$ cat config.mk
export PLATFORM = sky130hd
export DESIGN_NAME = divider
export DESIGN_NICKNAME = d
export VERILOG_FILES = /design/src/rtl/divider.sv
export SDC_FILE = /design/constraint.sdc
export NUM_CORES = 1
export LEC_CHECK = 0
export CAP_MARGIN = 20
export CORE_AREA = 3 3 120 122
export CTS_BUF_LIST = sky130_fd_sc_hd__clkbuf_4 sky130_fd_sc_hd__clkbuf_8
export CTS_CLUSTER_SIZE = 8
export DETAILED_ROUTE_END_ITERATION = 7
export DIE_AREA = 0 0 123 125
export GPL_TIMING_DRIVEN = 0
export PLACE_DENSITY = 0.8
export RECOVER_POWER = 25
export SKIP_CTS_REPAIR_TIMING = 1
export SLEW_MARGIN = 10
export SYNTH_ARGS = -nofsm -noshare
export SYNTH_HDL_FRONTEND = slang
export SYNTH_SLANG_ARGS = --single-unit
$ cat constraint.sdc
create_clock -name clk -period 3.9 [get_ports clk]
set_input_delay 0.39 -clock clk [delete_from_list [all_inputs] [get_ports clk]]
set_output_delay 0.39 -clock clk [all_outputs]
set_load 0.02 [all_outputs]
$ cat src/rtl/divider.sv
// Sequential signed divider: 32-bit dividend / 16-bit divisor -> 16-bit quotient and remainder.
// Radix-2 restoring core, one quotient bit per cycle, with start/busy/done handshake.
module divider (
  input  logic        clk,
  input  logic        rst,
  input  logic        start_i,
  input  logic [31:0] D_i,
  input  logic [15:0] M_i,
  output logic        busy_o,
  output logic        done_o,
  output logic [15:0] Q_o,
  output logic [15:0] R_o,
  output logic        dz_o,
  output logic        ovf_o
);

  typedef enum logic [1:0] {
    ST_IDLE = 2'd0,
    ST_RUN  = 2'd1,
    ST_FIN  = 2'd2
  } state_t;

  function automatic logic [31:0] abs32(input logic [31:0] v);
    return v[31] ? (32'd0 - v) : v;
  endfunction

  function automatic logic [15:0] abs16(input logic [15:0] v);
    return v[15] ? (16'd0 - v) : v;
  endfunction

  function automatic logic [15:0] neg16(input logic sel, input logic [15:0] v);
    return sel ? (16'd0 - v) : v;
  endfunction

  state_t      r_state;
  logic        r_sq;
  logic        r_sr;
  logic [15:0] r_abs_m;
  logic [16:0] r_rem;
  logic [15:0] r_q;
  logic [3:0]  r_cnt;
  logic        r_pend_dz;
  logic        r_pend_ovf;
  logic        r_busy;
  logic        r_done;
  logic [15:0] r_q_out;
  logic [15:0] r_r_out;
  logic        r_dz;
  logic        r_ovf;

  logic [31:0] w_abs_d;
  logic [15:0] w_abs_m;
  logic [17:0] w_trial;
  logic        w_trial_ok;
  logic [16:0] w_rem_next;
  logic [15:0] w_q_next;
  logic        w_post_ovf;
  logic [15:0] w_res_q;
  logic [15:0] w_res_r;
  logic        w_res_dz;
  logic        w_res_ovf;

  assign w_abs_d = abs32(D_i);
  assign w_abs_m = abs16(M_i);

  // Trial subtraction widened by one bit so its sign bit tells restore from keep.
  assign w_trial    = {1'b0, r_rem[15:0], r_q[15]} - {2'b00, r_abs_m};
  assign w_trial_ok = ~w_trial[17];
  assign w_rem_next = w_trial_ok ? w_trial[16:0] : {r_rem[15:0], r_q[15]};
  assign w_q_next   = {r_q[14:0], w_trial_ok};

  // A negative quotient may reach -32768, a positive one only 32767.
  assign w_post_ovf = r_sq ? (r_q > 16'd32768) : (r_q > 16'd32767);

  // Final result selection applied when the FSM leaves FIN.
  always_comb begin
    w_res_q   = 16'd0;
    w_res_r   = 16'd0;
    w_res_dz  = 1'b0;
    w_res_ovf = 1'b0;
    if (r_pend_dz) begin
      w_res_dz = 1'b1;
    end else if (r_pend_ovf || w_post_ovf) begin
      w_res_ovf = 1'b1;
    end else begin
      w_res_q = neg16(r_sq, r_q);
      w_res_r = neg16(r_sr, r_rem[15:0]);
    end
  end

  // Control FSM, datapath registers and registered outputs.
  always_ff @(posedge clk or posedge rst) begin
    if (rst) begin
      r_state    <= ST_IDLE;
      r_sq       <= 1'b0;
      r_sr       <= 1'b0;
      r_abs_m    <= 16'd0;
      r_rem      <= 17'd0;
      r_q        <= 16'd0;
      r_cnt      <= 4'd0;
      r_pend_dz  <= 1'b0;
      r_pend_ovf <= 1'b0;
      r_busy     <= 1'b0;
      r_done     <= 1'b0;
      r_q_out    <= 16'd0;
      r_r_out    <= 16'd0;
      r_dz       <= 1'b0;
      r_ovf      <= 1'b0;
    end else begin
      case (r_state)
        ST_IDLE: begin
          r_done <= 1'b0;
          if (start_i) begin
            r_sq    <= D_i[31] ^ M_i[15];
            r_sr    <= D_i[31];
            r_abs_m <= w_abs_m;
            r_rem   <= {1'b0, w_abs_d[31:16]};
            r_q     <= w_abs_d[15:0];
            r_cnt   <= 4'd0;
            r_busy  <= 1'b1;
            if (M_i == 16'd0) begin
              r_pend_dz  <= 1'b1;
              r_pend_ovf <= 1'b0;
              r_state    <= ST_FIN;
            end else if (w_abs_d[31:16] >= w_abs_m) begin
              r_pend_dz  <= 1'b0;
              r_pend_ovf <= 1'b1;
              r_state    <= ST_FIN;
            end else begin
              r_pend_dz  <= 1'b0;
              r_pend_ovf <= 1'b0;
              r_state    <= ST_RUN;
            end
          end else begin
            r_busy  <= 1'b0;
            r_state <= ST_IDLE;
          end
        end
        ST_RUN: begin
          r_rem <= w_rem_next;
          r_q   <= w_q_next;
          r_cnt <= r_cnt + 4'd1;
          if (r_cnt == 4'd15) begin
            r_state <= ST_FIN;
          end else begin
            r_state <= ST_RUN;
          end
        end
        ST_FIN: begin
          r_q_out <= w_res_q;
          r_r_out <= w_res_r;
          r_dz    <= w_res_dz;
          r_ovf   <= w_res_ovf;
          r_done  <= 1'b1;
          r_busy  <= 1'b0;
          r_state <= ST_IDLE;
        end
        default: begin
          r_busy  <= 1'b0;
          r_done  <= 1'b0;
          r_state <= ST_IDLE;
        end
      endcase
    end
  end

  assign busy_o = r_busy;
  assign done_o = r_done;
  assign Q_o    = r_q_out;
  assign R_o    = r_r_out;
  assign dz_o   = r_dz;
  assign ovf_o  = r_ovf;

  divider_chk u_chk (
    .clk      (clk),
    .rst      (rst),
    .i_busy   (r_busy),
    .i_done   (r_done),
    .i_dz     (r_dz),
    .i_ovf    (r_ovf),
    .i_rem_hi (r_rem[16])
  );

endmodule

// Structural invariants of the divider handshake and datapath.
module divider_chk (
  input logic clk,
  input logic rst,
  input logic i_busy,
  input logic i_done,
  input logic i_dz,
  input logic i_ovf,
  input logic i_rem_hi
);

  a_done_not_busy: assert property (@(posedge clk) disable iff (rst) i_done |-> !i_busy);
  a_done_pulse:    assert property (@(posedge clk) disable iff (rst) i_done |=> !i_done);
  a_flags_excl:    assert property (@(posedge clk) disable iff (rst) !(i_dz && i_ovf));
  // Partial remainder always stays below the divisor magnitude, so bit 16 is never set.
  a_rem_bound:     assert property (@(posedge clk) disable iff (rst) !i_rem_hi);

endmodule

# Word-level counts from Yosys, hierarchy flattened
# Cells that the tools add are included.
dict set report classes {
  add_sub_neg 6
  order_cmp 3
  eq_ne 4
  muxes 30
  bitwise 2
  reduce_logical 6
}
# cell count
set op_table {}
lappend op_table {{$mux W16} 10}
lappend op_table {{$pmux W16 S2} 2}
lappend op_table {{$sub A1 B16 Y16 const A} 3}
lappend op_table {{$mux W32} 1}
lappend op_table {{$sub A1 B32 Y32 const A} 1}
lappend op_table {{$sub A17 B16 Y18} 1}
lappend op_table {{$ge A16 B16 Y1} 1}
lappend op_table {{$gt A16 B15 Y1 const B} 1}
lappend op_table {{$gt A16 B16 Y1 const B} 1}
lappend op_table {{$logic_not A16 Y1} 1}
lappend op_table {{$mux W1} 8}
lappend op_table {{$mux W2} 4}
lappend op_table {{$pmux W4 S2} 1}
lappend op_table {{$add A4 B1 Y4 const B} 1}
lappend op_table {{$eq A4 B4 Y1 const B} 1}
lappend op_table {{$mux W4} 1}
lappend op_table {{$pmux W1 S2} 2}
lappend op_table {{$pmux W2 S2} 1}
lappend op_table {{$reduce_and A2 Y1} 2}
lappend op_table {{$eq A2 B1 Y1 const B} 1}
lappend op_table {{$eq A2 B2 Y1 const B} 1}
lappend op_table {{$logic_not A2 Y1} 1}
lappend op_table {{$ne A2 B2 Y1 const B} 1}
lappend op_table {{$reduce_bool A2 Y1} 1}
lappend op_table {{3 further kinds} 3}
dict set report totals {
  ff_bits 94
  output_inout_bits 36
  elab_cells 66
}

# Longest topological paths before layout
dict set report depth {
  ltp_word 7
  ltp_mapped 15
  ltp_nobuf 14
}

# Least setup slack after synthesis
# No wires, ideal clock.
dict set report synth_path {
  kind {input to register}
  startpoint {input D_i[15]}
  endpoint {register r_state[1]}
  setup_ns 0.137
  arrival_time_ns 3.138
  required_ns 3.763
  path_slack_ns 0.625
  cell_stages 12
  n_path_buf 0
  cell_sequence {or4_4 -> or4_1 -> or3_4 -> o31ai_4 -> xnor2_1 -> ha_1 -> nand4_1 -> a211oi_1 -> o31a_1 -> a311o_1 -> nor3_1 -> o22ai_1}
}
dict set report synth_via {
  elab_chain_cells 7
}
# element line_no
set synth_rtl {}
lappend synth_rtl {{start: declaration} 7} ;# input logic [31:0] D_i,
lappend synth_rtl {{$sub A1 B32 Y32} 24} ;# return v[31] ? (32'd0 - v) : v;
lappend synth_rtl {{$mux W32} 24}
lappend synth_rtl {{$ge A16 B16 Y1} 125} ;# end else if (w_abs_d[31:16] >= w_abs_m) begin
lappend synth_rtl {{$mux W2} 125}
lappend synth_rtl {{$mux W2} 121} ;# if (M_i == 16'd0) begin
lappend synth_rtl {{$mux W2} 113} ;# if (start_i) begin
lappend synth_rtl {{$pmux W2 S2} 110} ;# case (r_state)
lappend synth_rtl {{end signal: assignment} 124} ;# r_state <= ST_FIN;
lappend synth_rtl {{end signal: assignment} 128} ;# r_state <= ST_FIN;
lappend synth_rtl {{end signal: assignment} 132} ;# r_state <= ST_RUN;
lappend synth_rtl {{end: declaration} 35} ;# state_t r_state;
# No other way between the ends.
# A chain may end at the register's enable or synchronous reset.

# Final worst setup path
dict set report layout_path {
  startpoint {input D_i[3]}
  endpoint {register r_state[1]}
}
# Same word-level chain as after synthesis.

==> impl_results.rst <==
.. list-table::
   :header-rows: 1

   * - Metric
     - Value
   * - IO Port Bufs
     - 85
   * - Worst skew pair latency
     - 0.38 ns
   * - Critical Path Fanout Max
     - 5
   * - Core Box Area
     - 13300 µm²
   * - Post-Layout Inst Area
     - 7850 µm²
   * - Final Hold Fails
     - 0
   * - Post-layout minimum cycle time
     - 3.77 ns
   * - Violated checks
     - max-capacitance violations, max-slew violations
   * - Starting density of the core
     - 0.492
   * - Maximum number of pins on one net before global-route repair
     - 52
   * - Yosys top cell by area
     - sky130_fd_sc_hd__dfrtp_1
   * - Sequential cell area fraction in the yosys report
     - 0.360
   * - Clock tree from TritonCTS
     - yes
   * - Number of antenna violations at the first check in global routing
     - 0
   * - Antenna viol nets, final
     - 0
   * - Number of synthesized register bits
     - 94
   * - Number of antenna repair diodes
     - 0
   * - CTS root buf
     - sky130_fd_sc_hd__clkbuf_8
   * - Source of the worst register-to-register timing path
     - r_rem[5]
   * - Register-to-register setup slack
     - 0.68 ns
   * - Gate count after technology mapping
     - 740
   * - DP HPWL
     - 13500 µm
   * - Total congestion overflow
     - 0
   * - Outcome
     - finished, violations left
   * - Clock input transition at the sequential cells of the worst setup and hold paths
     - 0.10 ns
   * - Final number of setup-violating endpoints
     - 0
   * - Iteration-0 DRC count of the detailed router
     - 543
   * - Placed inst area
     - 7640 µm²
   * - Syn avg cell area
     - 8.83 µm²
   * - P per Cell Area
     - 809 nW/µm²
   * - Fraction of post-synthesis cell area in the top cell type by area
     - 0.360
   * - Worst hold path endpoint
     - R_o[4]
   * - Die width
     - 123 µm
   * - Share of flip-flops with an asynchronous set or reset after synthesis
     - 1.00
   * - Net count reported at finish
     - 926
   * - Number of max-cap violations
     - 1
   * - Worst slew margin
     - -0.403
   * - Number of global-route vias before repair
     - 5479
   * - Pre-Repair DR Iteration Count
     - 5
   * - Most common library cells after synthesis
     - sky130_fd_sc_hd__nand2_1 (95), sky130_fd_sc_hd__dfrtp_1 (94), sky130_fd_sc_hd__o21ai_0 (87)
   * - Synth Net Count
     - 829
   * - Detail-routed via count per cell
     - 5.86
   * - Most area-consuming cells after synthesis
     - sky130_fd_sc_hd__dfrtp_1 (36%), sky130_fd_sc_hd__xor2_1 (7.2%), sky130_fd_sc_hd__ha_1 (7.1%)
   * - Detailed Route WL
     - 17400 µm
   * - Number of buffers between clock root and the deepest sink
     - 2
   * - # IOs
     - 87
   * - Layout area overhead
     - 20.1%
   * - Clock buffer count from CTS
     - 9
   * - GRT Total Usage
     - 0.224
   * - Routed WL per cell
     - 17.1 µm
   * - Share of layout cells above drive strength 1
     - 0.0487
   * - Timing-limited maximum frequency
     - 266 MHz
   * - Count of synthesis-stage warnings from yosys
     - 0
   * - Worst-margin pin slew
     - 2.09 ns
   * - Leakage
     - 3.24 nW
   * - Post-Layout Cell Count
     - 1018
   * - Top FF cell, synth
     - sky130_fd_sc_hd__dfrtp_1
   * - Number of synthesized flops with an enable pin
     - 0
   * - Startpoint Class
     - input port
   * - Final cell utilization of the core
     - 0.590
   * - Critical Setup Path Class
     - in -> reg
   * - Total number of clock tree sinks
     - 94
   * - Class of the most critical hold timing path
     - reg -> reg
   * - Die Ht
     - 125 µm
   * - Setup repair after global routing missed its margin
     - no
   * - Via count
     - 5969
   * - Data required time at the worst endpoint
     - 4.15 ns
   * - Period utilization
     - 0.966
   * - Post-Route Setup TNS
     - 0 ns
   * - Count of filler cells inserted in the layout
     - 1175
   * - Cells after DPL
     - 1002
   * - Hold depth
     - 2
   * - Pins Over Slew Limit
     - 52
   * - Die area
     - 15400 µm²
   * - Post-synthesis cell area
     - 6540 µm²
   * - Worst reg-to-reg path cell count
     - 8
   * - Dominant cell by count in the synthesized netlist
     - sky130_fd_sc_hd__nand2_1
   * - # H-tree levels
     - 3
   * - Count of standard-cell rows
     - 42
   * - Weighted congestion reported at the end of routability-driven placement
     - 0.943
   * - Arrival time reported for the critical path endpoint
     - 4.02 ns
   * - Critical Path End Type
     - register
   * - Endpoint of the worst-slack reg-to-reg timing path
     - r_rem[2]
   * - Worst min-delay path startpoint
     - R_o[4]
   * - Drc violations
     - 0
   * - Peak VDD IR
     - 0.309 mV
   * - Maximum clock skew at final layout
     - 0.0114 ns
   * - Unique cell type count in the Yosys netlist
     - 58
   * - Global-route wire length before repair
     - 27800 µm
==> per-stage QoR <==
| step | total power, mW | setup WS [ns] | hold slack, ns |
|---|---|---|---|
| after floorplan | 4.44 | 0.625 | 0.449 |
| final | 6.35 | 0.134 | 0.485 |
| after global placement | 5.44 | -0.366 | 0.462 |
| after CTS | 6.30 | 0.0557 | 0.476 |
| after global routing | 6.84 | 0.00876 | 0.507 |
| after detailed placement | 5.55 | -0.341 | 0.468 |
==> cell usage in the layout (no fill, tap or decap), types with 13 or more instances in the layout <==
master                            count
sky130_fd_sc_hd__a21oi_1             33
sky130_fd_sc_hd__clkbuf_1            30
sky130_fd_sc_hd__clkdlybuf4s50_1     84
sky130_fd_sc_hd__dfrtp_1             94
sky130_fd_sc_hd__ha_1                37
sky130_fd_sc_hd__inv_1               30
sky130_fd_sc_hd__mux2i_1             13
sky130_fd_sc_hd__nand2_1             95
sky130_fd_sc_hd__nor2_1              26
sky130_fd_sc_hd__nor2b_1             19
sky130_fd_sc_hd__o21ai_0             86
sky130_fd_sc_hd__o31ai_1             24
sky130_fd_sc_hd__xnor2_1             27
sky130_fd_sc_hd__xor2_1              54
==> metal layers <==
| layer | track usage | routed length [µm] | vias to the layer above |
|---|---|---|---|
| li1 | - | - | 2880 |
| met1 | 0.338 | 8170 | 2818 |
| met2 | 0.331 | 7650 | 244 |
| met3 | 0.0361 | 1250 | 27 |
| met4 | 0.0671 | 299 | 0 |
| met5 | 0 | 0 | - |
==> final cells by class <==
class / instances / area [µm²] / share of cell area
timing repair buffer: 86 / 856 / 0.109
multi-input combinational: 581 / 3950 / 0.503
buffer: 34 / 130 / 0.0166
clock inverter: 6 / 92.6 / 0.0118
inverter: 31 / 118 / 0.0150
tap: 176 / 220 / 0.0281
clock buffer: 10 / 131 / 0.0167
sequential: 94 / 2350 / 0.300
==> registers in the layout (all words and copies together), names as in the netlist, 2 cells and up <==
signal	count
Q_o	16
r_abs_m	16
r_q	16
r_rem	16
r_cnt	4
R_o	16
r_state	2
==> where the power goes <==
part           internal, mW  switching (mW)  leakage (nW)
Clock                 0.373           0.360         0.107
Combinational          1.64            2.09          1.95
Sequential             1.41           0.475          1.18
Total                  3.43            2.92          3.24
==> how the worst max path moves through the flow <==
stage                       start    endpoint  slack [ns]
after floorplan           D_i[15]  r_state[1]        0.63
after global placement    D_i[13]  r_state[1]       -0.37
after detailed placement  D_i[13]  r_state[1]       -0.34
after CTS                  D_i[3]  r_state[1]        0.06
after global routing       D_i[3]  r_state[1]       0.009
final                      D_i[3]  r_state[1]        0.13
==> worst max-delay path, cell delays in order <==
cell,delay (ns)
sky130_fd_sc_hd__clkdlybuf4s50_1,0.52
sky130_fd_sc_hd__nor4_4,0.38
sky130_fd_sc_hd__nand4_1,0.24
sky130_fd_sc_hd__or3_1,0.48
sky130_fd_sc_hd__o21ai_1,0.20
sky130_fd_sc_hd__xnor2_1,0.24
sky130_fd_sc_hd__ha_1,0.32
sky130_fd_sc_hd__a21o_1,0.19
sky130_fd_sc_hd__a21o_1,0.18
sky130_fd_sc_hd__a211o_1,0.28
sky130_fd_sc_hd__o211ai_1,0.09
sky130_fd_sc_hd__a21oi_1,0.15
sky130_fd_sc_hd__nor3_2,0.25
sky130_fd_sc_hd__o22ai_1,0.12
==> cells by family after synthesis <==
| group | after synthesis | synth area share |
|---|---|---|
| AO/OA/AOI/OAI | 228 | 0.228 |
| XOR/XNOR | 81 | 0.109 |
| adder cells (fa/ha/maj) | 38 | 0.0739 |
| buffers and inverters | 65 | 0.0377 |
| flip-flops | 94 | 0.360 |
| multiplexers | 15 | 0.0233 |
| AND/OR/NAND/NOR | 219 | 0.169 |
No activity file was read; power rests on OpenSTA's default activity.
